===== src/rtl/branch_resolve_unit.sv =====
// branch_resolve_unit
// Resolves conditional branches in EX by comparing rs1/rs2 at full XLEN width,
// registers the outcome with one cycle of latency, and keeps a bimodal table of
// 2-bit saturating counters that fetch reads for a taken/not-taken prediction.
// Optional feature macro: BRU_PERF_CNT_EN adds saturating counters of resolved
// branches and mispredicts; without it perf_* are tied to zero.
module branch_resolve_unit #(
  parameter int XLEN      = 32,
  parameter int BHT_DEPTH = 16,
  parameter int PERF_W    = 16
) (
  input  logic              clk,
  input  logic              rst,
  input  logic [XLEN-1:0]   if_pc,
  output logic              if_pred_taken,
  input  logic              ex_valid,
  input  logic              ex_branch,
  input  logic              ex_flush,
  input  logic [2:0]        ex_funct3,
  input  logic [XLEN-1:0]   ex_rs1,
  input  logic [XLEN-1:0]   ex_rs2,
  input  logic [XLEN-1:0]   ex_pc,
  input  logic              ex_pred_taken,
  output logic              br_valid,
  output logic              br_taken,
  output logic              br_mispredict,
  output logic              br_illegal,
  output logic [PERF_W-1:0] perf_branches,
  output logic [PERF_W-1:0] perf_mispred
);

  localparam int IDX_W = $clog2(BHT_DEPTH);

  logic [1:0]       bht [BHT_DEPTH];
  logic [IDX_W-1:0] if_idx;
  logic [IDX_W-1:0] ex_idx;
  logic             res;
  logic             cond;
  logic             illegal;
  logic             mispred;
  logic             unused_pc_bits;

  // Word-aligned PCs: bits [1:0] never select an entry, upper bits alias.
  assign if_idx = if_pc[IDX_W+1:2];
  assign ex_idx = ex_pc[IDX_W+1:2];
  assign unused_pc_bits = ^{if_pc[XLEN-1:IDX_W+2], if_pc[1:0],
                            ex_pc[XLEN-1:IDX_W+2], ex_pc[1:0]};

  assign res     = ex_valid & ex_branch & ~ex_flush;
  assign mispred = (cond != ex_pred_taken);

  // Prediction is read straight from the table; an update landing on the same
  // edge is not forwarded.
  assign if_pred_taken = bht[if_idx][1];

  // Branch condition decode; the two reserved encodings resolve as not-taken.
  always_comb begin
    cond    = 1'b0;
    illegal = 1'b0;
    case (ex_funct3)
      3'b000:  cond = (ex_rs1 == ex_rs2);
      3'b001:  cond = (ex_rs1 != ex_rs2);
      3'b100:  cond = ($signed(ex_rs1) <  $signed(ex_rs2));
      3'b101:  cond = ($signed(ex_rs1) >= $signed(ex_rs2));
      3'b110:  cond = (ex_rs1 <  ex_rs2);
      3'b111:  cond = (ex_rs1 >= ex_rs2);
      default: illegal = 1'b1;
    endcase
  end

  // Registered resolution outcome, cleared whenever nothing resolves.
  always_ff @(posedge clk) begin
    if (!rst) begin
      br_valid      <= 1'b0;
      br_taken      <= 1'b0;
      br_mispredict <= 1'b0;
      br_illegal    <= 1'b0;
    end else begin
      br_valid      <= res;
      br_taken      <= res & cond;
      br_mispredict <= res & mispred;
      br_illegal    <= res & illegal;
    end
  end

  // Train the resolved entry toward the actual outcome, saturating at 00/11.
  always_ff @(posedge clk) begin
    if (!rst) begin
      for (int i = 0; i < BHT_DEPTH; i++) begin
        bht[i] <= 2'b01;
      end
    end else if (res) begin
      if (cond && (bht[ex_idx] != 2'b11)) begin
        bht[ex_idx] <= bht[ex_idx] + 2'd1;
      end else if (!cond && (bht[ex_idx] != 2'b00)) begin
        bht[ex_idx] <= bht[ex_idx] - 2'd1;
      end
    end
  end

`ifdef BRU_PERF_CNT_EN
  logic [PERF_W-1:0] branches_cnt;
  logic [PERF_W-1:0] mispred_cnt;

  // Saturating event counters; they hold at all-ones rather than wrap.
  always_ff @(posedge clk) begin
    if (!rst) begin
      branches_cnt <= '0;
      mispred_cnt  <= '0;
    end else if (res) begin
      if (~&branches_cnt) begin
        branches_cnt <= branches_cnt + 1'b1;
      end
      if (mispred && (~&mispred_cnt)) begin
        mispred_cnt <= mispred_cnt + 1'b1;
      end
    end
  end

  assign perf_branches = branches_cnt;
  assign perf_mispred  = mispred_cnt;
`else
  assign perf_branches = '0;
  assign perf_mispred  = '0;
`endif

endmodule


===== config.mk =====
export PLATFORM = sky130hd
export DESIGN_NAME = branch_resolve_unit
export DESIGN_NICKNAME = d
export VERILOG_FILES = /design/src/rtl/branch_resolve_unit.sv
export SDC_FILE = /design/constraint.sdc
export NUM_CORES = 1
export LEC_CHECK = 0
export BUFFER_PORTS_ARGS = -buffer_cell sky130_fd_sc_hd__buf_2
export CAP_MARGIN = 20
export CORE_MARGIN = 10
export CORE_UTILIZATION = 49
export DETAILED_ROUTE_END_ITERATION = 16
export PLACE_DENSITY = 0.95
export SKIP_CTS_REPAIR_TIMING = 1
export SLEW_MARGIN = 20
export SYNTH_ARGS = -nofsm -noshare
export SYNTH_HDL_FRONTEND = slang
export SYNTH_SLANG_ARGS = --single-unit

===== constraint.sdc =====
create_clock -name clk -period 8.6 [get_ports clk]
set_clock_uncertainty 0.2 [all_clocks]
set_input_delay 2.15 -clock clk [delete_from_list [all_inputs] [get_ports clk]]
set_output_delay 2.15 -clock clk [all_outputs]
set_load 0.1 [all_outputs]

Word-level counts from Yosys, hierarchy flattened. Memory sizes are Yosys's and may differ from the RTL's. Index checks and enable logic that the tools add are counted. Widths: inputs -> output; s select.

Logic and storage cells: 50. Memories: 1. Input port bits: 137. Flip-flop bits (word level): 4. Output and inout port bits: 37. Memory bits (writable): 32. Memory bits (read-only): 0. Latch bits: 0.

Divide/modulo/power cells: 0. $mul: 0. Reductions and logical operators: 7. Bitwise gates (word level): 7. Equal/unequal tests: 9. Multiplexer cells: 16. $add $sub $neg: 2. Shift-type cells: 0. Magnitude comparators: 4.

Memories: bht (depth 16, bits a word 2, rd ports 2, clocked after memory_dff 0, wr ports 16, RTL line 34) `logic [1:0] bht [BHT_DEPTH];`.

Operator list (count): $ge 32x32->1 (2); $lt 32x32->1 (2); $eq 32x32->1 (1); $ne 32x32->1 (1); $eq 3x3->1 const B (4); $mux 1 (12); $pmux 1 s6 (1); $reduce_or 6->1 (1); $and 1x1->1 (5); $mux 2 (2); $mux 4 (1); $eq 3x1->1 const B (1); $logic_not 3->1 (1); $add 2x1->2 const B (1); $logic_and 1x1->1 (2); $ne 2x2->1 const B (1); $reduce_bool 2->1 (1); $reduce_or 2->1 (1); $sub 2x1->2 const B (1); $logic_not 1->1 (1); $ne 1x1->1 (1); $not 1->1 (1); $or 1x1->1 (1).

Longest topological paths before layout.
Word-level depth: 12. Gate-level depth with buffers: 11. Depth with buffers taken out: 9.

Worst setup path after synthesis. OpenSTA, ideal clock, no wires.

Path kind: input port to output port. Start point: input port if_pc[2]. End point: output port if_pred_taken. Path slack: 2889 ps. Data arrival time: 3361 ps. Buffers on the path: 0. Stages: 2. Path through: mux4_2 mux4_2.

Longest elaborated chain between the ends: 1.

RTL lines: start, declared (RTL line 14) `input logic [XLEN-1:0] if_pc,`; $mem_v2 16x2; end, declared (RTL line 15) `output logic if_pred_taken,`.

No other way between the ends.

Worst setup path after layout. Same ends and word-level chain as after synthesis.

==> flow_summary.toml <==
[run_status]
status = "finished, final reports clean"

[global_routing]
grt_pass1_vias = 2841
global_route.overflow_total = 0
number_of_antenna_violations_at_the_first_check_in_global_routing = 0
grt_max_degree = 18
track_usage = 0.154
grt_first_pass_wirelength_um = 12800

[synthesis]
synth_flop_cell = "edfxtp_1"
synth_enable_flop_cells = 32
area_share_of_fa_ha_maj_cells_after_synthesis = 0.125
synth-compound-area-share = 0.152
synth_cells = 320
yosys.area_share.simple = 0.140
yosys_warnings = 0
synth_top_family_by_area = "compound AO/OA/AOI/OAI gates"
mappedNetlistArea_um2 = 3210
post_synth.cell_area_avg_um2 = 10.0
ys_seq_elements = 36
xor_xnor_portion_of_the_synthesized_cell_area = 0.00273
share_of_synthesized_area_spent_on_multiplexers = 0.113
synth-async-reset-ratio = 0
ys_seq_area_frac = 0.324
yosys.cell_types.count = 45

[worst_setup_path]
required_time_at_the_endpoint_of_the_critical_path_ns = 6.25
critical_path.slowest_cell = "mux4_2"
cp_cell_sequence = "buf_2, mux4_2, mux4_2, buf_2"
critPathBufInv = 2
crit_family = "multiplexers"
worstPathArrival_ns = 3.65
end_kind = "output pin"
worst_r2r_setup_slack_ns = 5.51
criticalPathCategory = "input pin to output pin"
cp_max_fo = 4
slowest_delay_ns = 0.54
worstSetupStartpointType = "input pin"

[die]
core_region_area_um2 = 6350
floorplan.die.width_um = 101
design.portCount = 174
starting_density = 0.506
placement_rows = 29
dieHeight_um = 101
die_area_um2 = 10200

[clock_network]
cts_num_sinks = 36
worst_setup_hold_path_clk_slew_ns = 0.07
ctsRootBufferMaster = "clkbuf_8"
ctsLongestPathBuffers = 2
tritoncts = "yes"
htree_levels = 2
worstSkewPairLatency_ns = 0.30
cts_inserted_buffers = 5

[finish]
areaGrowthSynthToFinish_pct = 12.4
most_frequent_standard_cell_in_the_layout_excluding_fill_and_tap_cells = "buf_2"
fin_area_um2 = 3610
multi_input_area_um2 = 1830
layoutNonFillerInstCount = 474
register_area_um2 = 1040
layout.filler_cells = 538
layout_common_cells = "85 x buf_2, 36 x inv_1, 32 x ha_1, 32 x conb_1, 32 x edfxtp_1"
diodes = 0
drive_gt1_frac = 0.307
nNetsFinal = 565

[routing]
vias_per_cell = 5.62
met3_length_um = 559
num_vias = 2662
drtIter0Drc = 209
wl_met1_um = 2800
detailroute.wirelength.met2_um = 4600
detail_route.drc_violations = 0
routed_wirelength_um = 8100
topRoutingLayerUsed = "met4"
detail_route.first_pass.iterations = 4
detail_route.wl_per_cell_um = 17.1
postRouteAntennaNets = 0

[timing]
whs_ns = 1.20
finalWorstPathRequiredPeriod_ns = 6.00
setup_ws_final_ns = 2.60
worst_slew_pin_slew_ns = 0.989
timing.final.crit_share = 0.698
slew_violations = 0
relSlewSlack = 0.341
grt_setup_unrepaired = "no"
totalNegativeSetupSlack_ns = 0
finalHoldViolCount = 0
timing.final.setup_violations = 0
fmax_mhz = 167

[power]
leakage_nw = 1.58
max-vdd-ir-drop_uv = 120
power_density_of_the_placed_cells_nw_per_um2 = 133

[placement]
placed_area_um2 = 3530
place.detailed.hpwl_um = 6620
dpl_worst_slack_ns = 2.60
place.port_buffers = 85
gp_routability_congestion = 0.866
dp_cell_count = 466

[min_path]
worst_hold_path_type = "flip-flop to flip-flop"

[job]
drv_cap = 0
-- logic make-up after synthesis --
logic type	after synthesis
compound gates	64
xor+xnor	1
fa+ha+maj	32
buf+inv	83
flops	36
mux	17
other cells	1
simple gates	86
-- power by group --
part           internal (mW)  total, mW  leakage [nW]  switching (mW)
Clock                 0.0567      0.114        0.0422          0.0575
Combinational         0.0445      0.171          1.23           0.126
Sequential             0.193      0.195         0.308         0.00162
Total                  0.294      0.480          1.58           0.185
-- area by class of cell --
class	count	area share
clock buffer	7	0.0211
clock inverter	1	0.00139
inverter	36	0.0374
multi-input combinational	232	0.507
sequential	36	0.288
tap	77	0.0267
timing repair buffer	85	0.118
-- worst paths after layout --
| kind | startpoint | end | cells past startpoint |
|---|---|---|---|
| max reg2reg | bht[7][1] | bht[1][0] | 5 |
| max | if_pc[2] | if_pred_taken | 4 |
| min | bht[9][0] | bht[3][0] | 4 |
| min reg2reg | bht[9][0] | bht[3][0] | 4 |
-- through the flow --
step,total power [mW],utilization
2_1_floorplan,0.344,-
3_3_place_gp,0.362,0.556
3_5_place_dp,0.368,0.556
4_1_cts,0.478,0.568
5_1_grt,0.498,0.568
6_report,0.480,0.568
-- sequential cells by signal, indices dropped and copies added, names as in the netlist --
| signal | cells |
|---|---|
| bht | 32 |
| br_illegal | 1 |
| br_mispredict | 1 |
| br_taken | 1 |
| br_valid | 1 |
-- worst register-to-register path: cells and delay by family, from the launching register on --
family,cells,cell delay [ns]
simple gates,2,0.59
flops,1,0.40
compound gates,1,0.49
mux,2,1.06
-- cells in the mapped netlist (2+ instances only) --
| cell type | count | area (µm²) |
|---|---|---|
| clkbuf_1 | 7 | 26.3 |
| edfxtp_1 | 32 | 961 |
| nand3_1 | 20 | 100 |
| or4_1 | 2 | 15.0 |
| mux4_2 | 15 | 338 |
| dfxtp_1 | 4 | 80.1 |
| a221oi_1 | 3 | 26.3 |
| nand2_1 | 24 | 90.1 |
| inv_1 | 36 | 135 |
| ha_1 | 32 | 400 |
| a21o_1 | 3 | 22.5 |
| nand2b_1 | 8 | 50.1 |
| nor3_1 | 4 | 20.0 |
| o31ai_2 | 10 | 125 |
| nor2b_1 | 4 | 25.0 |
| o31ai_1 | 6 | 45.0 |
| buf_6 | 3 | 33.8 |
| a21oi_1 | 28 | 140 |
| nor2_1 | 7 | 26.3 |
| nand4_1 | 7 | 43.8 |
| buf_2 | 2 | 10.0 |
| o21ai_0 | 5 | 25.0 |
| buf_1 | 3 | 11.3 |
| buf_4 | 32 | 240 |
| and3_1 | 3 | 18.8 |
-- layer usage --
| layer | GRT usage | up-vias |
|---|---|---|
| li1 | - | 1278 |
| met1 | 0.153 | 1255 |
| met2 | 0.299 | 115 |
| met3 | 0.0322 | 14 |
| met4 | 0.0589 | 0 |
| met5 | 0 | - |
Power figures use the tool's default switching activity.
